### config.mk
export PLATFORM = sky130hd
export DESIGN_NAME = dice_pe_rf
export DESIGN_NICKNAME = d
export VERILOG_FILES = /design/src/rtl/dice_pe_pkg.sv /design/src/rtl/dice_alu_w.sv /design/src/rtl/dice_pe_rf.sv
export SDC_FILE = /design/constraint.sdc
export NUM_CORES = 2
export LEC_CHECK = 0
export CAP_MARGIN = 40
export CORE_MARGIN = 3
export CORE_UTILIZATION = 30
export CTS_CLUSTER_SIZE = 20
export DETAILED_ROUTE_END_ITERATION = 10
export PLACE_DENSITY = 0.5
export SLEW_MARGIN = 20
export SYNTH_ARGS = -nofsm -noshare
export SYNTH_HDL_FRONTEND = slang
export SYNTH_SLANG_ARGS = --single-unit
### constraint.sdc
create_clock -name clk -period 25.4 [get_ports clk]
set_input_delay 5.08 -clock clk [delete_from_list [all_inputs] [get_ports clk]]
set_output_delay 5.08 -clock clk [all_outputs]
set_load 0.02 [all_outputs]
### src/rtl/dice_pe_pkg.sv
// Shared definitions for the DICE processing element: ALU opcodes,
// pipe-stage record and fabric-wide limits.
package dice_pe_pkg;

  localparam int unsigned PE_DATA_W       = 32;
  localparam int unsigned PE_IDX_W        = 8;
  localparam int unsigned PE_MAX_ALU_PIPE = 3;

  localparam int unsigned OP_ADD = 0;
  localparam int unsigned OP_SUB = 1;
  localparam int unsigned OP_AND = 2;
  localparam int unsigned OP_OR  = 3;
  localparam int unsigned OP_XOR = 4;
  localparam int unsigned OP_LT  = 5;
  localparam int unsigned OP_EQ  = 6;
  localparam int unsigned OP_MAC = 7;
  localparam int unsigned OP_SEL = 8;

  // Wide enough for any PE instance in the subsystem; narrower PEs zero-extend.
  typedef struct packed {
    logic [PE_DATA_W-1:0] data;
    logic                 pred;
    logic                 valid;
    logic                 wr_en;
    logic [PE_IDX_W-1:0]  wr_idx;
  } pe_stage_t;

endpackage

### src/rtl/dice_alu_w.sv
// Width-parametrised combinational ALU of the DICE PE. Compare ops drive the
// predicate; every other op passes the predicate operand through.
module dice_alu_w
  import dice_pe_pkg::*;
#(
  parameter int unsigned DATA_W   = 32,
  parameter int unsigned OPCODE_W = 32
) (
  input  logic [DATA_W-1:0]   op_a,
  input  logic [DATA_W-1:0]   op_b,
  input  logic [DATA_W-1:0]   op_c,
  input  logic                op_p,
  input  logic [OPCODE_W-1:0] opcode,
  output logic [DATA_W-1:0]   res,
  output logic                pred
);

  always_comb begin
    res  = '0;
    pred = op_p;
    case (opcode)
      OPCODE_W'(OP_ADD): res = op_a + op_b;
      OPCODE_W'(OP_SUB): res = op_a - op_b;
      OPCODE_W'(OP_AND): res = op_a & op_b;
      OPCODE_W'(OP_OR):  res = op_a | op_b;
      OPCODE_W'(OP_XOR): res = op_a ^ op_b;
      OPCODE_W'(OP_LT): begin
        pred   = op_a < op_b;
        res[0] = pred;
      end
      OPCODE_W'(OP_EQ): begin
        pred   = op_a == op_b;
        res[0] = pred;
      end
      OPCODE_W'(OP_MAC): res = op_a * op_b + op_c;
      OPCODE_W'(OP_SEL): res = op_p ? op_a : op_b;
      default: begin
        res  = '0;
        pred = 1'b0;
      end
    endcase
  end

endmodule

### src/rtl/dice_pe_rf.sv
// DICE processing element: ALU, configurable result pipe and an indexed local
// register bank with per-entry valid bits.
module dice_pe_rf
  import dice_pe_pkg::*;
#(
  parameter int unsigned DATA_W   = 32,
  parameter int unsigned NUM_REGS = 4,
  parameter int unsigned OPCODE_W = 32,
  parameter int unsigned ALU_PIPE = 1,
  localparam int unsigned IDX_W   = ($clog2(NUM_REGS) > 1) ? $clog2(NUM_REGS) : 1
) (
  input  logic                clk,
  input  logic                rst_n,
  input  logic                in_valid,
  input  logic [DATA_W-1:0]   pe_in0,
  input  logic [DATA_W-1:0]   pe_in1,
  input  logic [DATA_W-1:0]   pe_in2,
  input  logic                pe_in3,
  input  logic [OPCODE_W-1:0] opcode,
  input  logic                out_sel,
  input  logic                alu_wr_en,
  input  logic [IDX_W-1:0]    alu_wr_idx,
  input  logic [DATA_W-1:0]   dff_in,
  input  logic                dff_wr_en,
  input  logic [IDX_W-1:0]    dff_wr_idx,
  input  logic [IDX_W-1:0]    t0_idx,
  input  logic [IDX_W-1:0]    t1_idx,
  input  logic                ctx_clear,
  output logic [DATA_W-1:0]   pe_out_t0,
  output logic                pe_out_t0_vld,
  output logic [DATA_W-1:0]   pe_out_t1,
  output logic                pe_out_t1_vld,
  output logic                pe_out_p0,
  output logic                pe_out_p0_vld,
  output logic                conflict_err,
  output logic                busy
);

  if (ALU_PIPE > PE_MAX_ALU_PIPE || NUM_REGS < 2 || DATA_W > PE_DATA_W || IDX_W > PE_IDX_W)
  begin : g_bad_cfg
    $error("dice_pe_rf: unsupported parameter combination");
  end

  function automatic logic in_range(input logic [IDX_W-1:0] idx);
    return 32'(idx) < NUM_REGS;
  endfunction

  logic [DATA_W-1:0] alu_res;
  logic              alu_pred;
  pe_stage_t         issue;
  pe_stage_t         tail;
  logic [IDX_W-1:0]  tail_idx;

  dice_alu_w #(
    .DATA_W   (DATA_W),
    .OPCODE_W (OPCODE_W)
  ) u_alu (
    .op_a   (pe_in0),
    .op_b   (pe_in1),
    .op_c   (pe_in2),
    .op_p   (pe_in3),
    .opcode (opcode),
    .res    (alu_res),
    .pred   (alu_pred)
  );

  always_comb begin
    issue        = '0;
    issue.data   = PE_DATA_W'(alu_res);
    issue.pred   = alu_pred;
    issue.valid  = in_valid;
    issue.wr_en  = alu_wr_en;
    issue.wr_idx = PE_IDX_W'(alu_wr_idx);
  end

  if (ALU_PIPE == 0) begin : g_comb
    assign tail = issue;
    assign busy = 1'b0;
  end else begin : g_pipe
    pe_stage_t [ALU_PIPE-1:0] stage_q, stage_d;

    always_comb begin
      stage_d[0] = ctx_clear ? '0 : issue;
      for (int unsigned i = 1; i < ALU_PIPE; i++) begin
        stage_d[i] = ctx_clear ? '0 : stage_q[i-1];
      end
    end

    always_ff @(posedge clk) begin
      if (!rst_n) stage_q <= '0;
      else        stage_q <= stage_d;
    end

    always_comb begin
      busy = 1'b0;
      for (int unsigned i = 0; i < ALU_PIPE; i++) begin
        busy = busy | stage_q[i].valid;
      end
    end

    assign tail = stage_q[ALU_PIPE-1];
  end

  assign tail_idx = tail.wr_idx[IDX_W-1:0];

  logic unused_tail;
  assign unused_tail = ^{tail.data, tail.wr_idx};

  logic [DATA_W-1:0]   regs_q [NUM_REGS];
  logic [DATA_W-1:0]   regs_d [NUM_REGS];
  logic [NUM_REGS-1:0] rvld_q, rvld_d;
  logic                conflict_q, conflict_d;
  logic                commit, dff_ok;

  // The ALU commit is applied after the dff write so it overwrites on a clash.
  always_comb begin
    regs_d     = regs_q;
    rvld_d     = rvld_q;
    conflict_d = conflict_q;
    commit     = tail.valid && tail.wr_en && in_range(tail_idx);
    dff_ok     = dff_wr_en && in_range(dff_wr_idx);
    if (dff_ok) begin
      regs_d[dff_wr_idx] = dff_in;
      rvld_d[dff_wr_idx] = 1'b1;
    end
    if (commit) begin
      regs_d[tail_idx] = tail.data[DATA_W-1:0];
      rvld_d[tail_idx] = 1'b1;
    end
    if (commit && dff_ok && (tail_idx == dff_wr_idx)) conflict_d = 1'b1;
    if (ctx_clear) begin
      regs_d     = '{default: '0};
      rvld_d     = '0;
      conflict_d = 1'b0;
    end
  end

  always_ff @(posedge clk) begin
    if (!rst_n) begin
      regs_q     <= '{default: '0};
      rvld_q     <= '0;
      conflict_q <= 1'b0;
    end else begin
      regs_q     <= regs_d;
      rvld_q     <= rvld_d;
      conflict_q <= conflict_d;
    end
  end

  always_comb begin
    pe_out_t0     = '0;
    pe_out_t0_vld = 1'b0;
    if (in_range(t0_idx)) begin
      pe_out_t0     = regs_q[t0_idx];
      pe_out_t0_vld = rvld_q[t0_idx];
    end
    pe_out_t1     = tail.data[DATA_W-1:0];
    pe_out_t1_vld = tail.valid;
    if (out_sel) begin
      pe_out_t1     = '0;
      pe_out_t1_vld = 1'b0;
      if (in_range(t1_idx)) begin
        pe_out_t1     = regs_q[t1_idx];
        pe_out_t1_vld = rvld_q[t1_idx];
      end
    end
  end

  assign pe_out_p0     = tail.pred;
  assign pe_out_p0_vld = tail.valid;
  assign conflict_err  = conflict_q;

endmodule

==> qor.yml <==
cap_violations: 0
grt_start_max_net_pins: 69
seq_area_frac_synth: 0.114
crit_type: "in2reg"
totalWireLength_um: 121000
io_pins: 246
finalSetupViolCount: 0
area_delta_synth_final_pct: 15.4
clock_path_buffers: 2
cp.required_ns: 25.71
yosysTopAreaCellShare: 0.294
cts_buffers: 17
synth.area.top_cells: "fa_1, dfxtp_1, ha_1, inv_1, nor2_1"
syn_inst: 3481
timing.final.crit_share: 0.522
vias_per_cell: 5.30
arrival_ns: 13.56
grt_overflow: 0
critPathCaptureType: "flip-flop"
core-area_sq_um: 98700
dpl.hpwl_um: 93400
finalSetupTns_ns: 0
cp_max_fo: 12
gp_congestion: 0.966
start_kind: "primary input"
vias: 26000
grt_pass1_vias: 26800
drv_slew: 0
synthTopCellsByCount: "inv_1, nor2_1, fa_1"
drc: 0
synth.avg_cell_area_sq_um: 8.60
first_iter_violations: 2326
layout-drive-gt1-share: 0.0675
drtPass1Iterations: 5
synthArstFlopShare: 0
nets: 4437
status: "finished, final reports clean"
syn_nets: 4317
cts_htree_levels: 4
grt_pass1_wl_um: 180000
cts_sinks: 170
track_usage: 0.234
max_freq_ghz: 0.0755
clock_skew_ns: 0.0117
synth_cell_types: 77
antenna_found_initial: 4
antenna_left: 0
cts_resized: 0
cts-root-buf: "clkbuf_16"
insertion_delay_ns: 0.45
start_util: 0.303
clk_pin_slew_worst_paths_ns: 0.07
yosysTopAreaCell: "fa_1"
rsz0062_at_grt: "false"
port_buffers: 245
row_count: 115
wl_per_cell_um: 24.8
worst_pin_slew_ns: 0.912
die_h_um: 322
ys.warnings.count: 0
cts_setup_buffers: 0
yosys.cell_count.top_type: "inv_1"
tritoncts: "yes"
cts_hold_buf: 0
synth_area_sq_um: 30000
min_period_ns: 13.25
hold_viol_final: 0
synth-main-ff-cell: "dfxtp_1"
dieArea_sq_um: 104000
fp.dieW_um: 322
max-slew-margin-rel: 0.390
ys_ff_latch: 170
synth_enable_flop_cells: 0
hold_path_class: "reg2reg"
## critical path, stage by stage
cell and delay [ns]:
clkdlybuf4s50_1 1.01, clkinv_1 0.62, nor2_1 0.29, fa_1 0.46, fa_1 0.46, fa_1 0.50
inv_1 0.07, fa_1 0.53, inv_1 0.06, fa_1 0.50, inv_1 0.05, fa_1 0.53
inv_1 0.05, fa_1 0.47, inv_1 0.05, fa_1 0.47, inv_1 0.04, ha_1 0.37
o21a_1 0.20, o21ai_0 0.15, a31oi_1 0.10, o31a_1 0.36, o21ai_2 0.23, a21oi_1 0.16
xor2_1 0.18, a2111oi_0 0.44, a21oi_1 0.12
## per-stage QoR
step | hold slack [ns] | std cells | setup WS, ns | area, sq um | utilization
floorplan | 0.447 | 3481 | 13.33 | 30000 | -
detailed placement | 0.464 | 4867 | 11.85 | 33900 | 0.344
global placement | 0.457 | 4851 | 11.89 | 33600 | 0.341
CTS | 0.479 | 4899 | 12.29 | 34500 | 0.350
global route | 0.503 | 4901 | 11.86 | 34600 | 0.350
finish | 0.473 | 4903 | 12.15 | 34600 | 0.350
## layout make-up
| class | count | area [sq um] |
|---|---|---|
| Multi-Input combinational cell | 2497 | 23500 |
| Fill cell | 10300 | 64100 |
| Sequential cell | 170 | 3400 |
| Inverter | 594 | 2230 |
| Timing Repair Buffer | 321 | 3220 |
| Tap cell | 1287 | 1610 |
| Clock inverter | 9 | 87.6 |
| Antenna cell | 2 | 5.00 |
| Clock buffer | 23 | 488 |
## cell families after synthesis
logic type,Yosys count,synth area share
flops,170,0.114
xor+xnor,104,0.0304
mux,252,0.113
simple gates,936,0.127
compound gates,545,0.127
buf+inv,814,0.103
fa+ha+maj,660,0.386
## metal layers
layer  track usage  vias up  routed length, um
met5             0        -                 11
met4        0.0822        2               4780
met3        0.0373      214               9170
met2         0.383     1131              55900
met1         0.314    13100              51500
li1              -    11500                  -
## state kept, by name, summed over array words and instances (netlist names)
signal and flops:
pe_out_p0 1, g_pipe.stage_q 35, busy 1, regs_q 128
rvld_q 4, conflict_err 1
## cells in the final DEF, fill, tap and decap left out, types with 6 or more instances in the layout
cell type        Yosys  layout
clkinv_1            10      10
nor4_1              12      12
fa_1               440     440
nand4_1              9       9
a221o_1             14      14
buf_8                0       7
mux4_2              66      66
clkdlybuf4s50_1      0     239
a21oi_1             99      99
a21o_1              24      24
o21ai_1              7       7
or3_1                9       8
a31oi_1             33      33
ha_1               220     220
buf_4                2      61
nor2b_1             12      11
and2_1               6       6
o31ai_1              9       9
buf_16               0       6
nor2_1             523     521
o21ai_0             66      66
nand2_1            289     288
inv_1              580     580
and3_1               8       8
xnor2_1             80      80
o21bai_1            20      20
o211ai_1            14      14
a221oi_1            26      26
o22ai_1             23      23
nand2b_1            15      14
xor2_1              24      24
mux2i_1            152     152
nor3_1              12      11
o221ai_1             8       8
o21a_1              12      12
nand3_1             22      21
dfxtp_1            170     170
mux2_2              33      33
clkbuf_16            0      17
a211oi_1           143     143
## path summary, 6_finish.rpt
kind	startpoint	end	slack, ns	cells past startpoint
setup / recovery	pe_in0[15]	g_pipe.stage_q[37]	12.15	27
hold / removal	conflict_err	conflict_err	0.47	2
setup reg to reg	busy	regs_q[100]	23.48	5
hold reg to reg	conflict_err	conflict_err	0.47	2
Power is left out: the tool's default activity adds up to more than one toggle a clock period on the data nets, which glitch-free logic cannot reach.
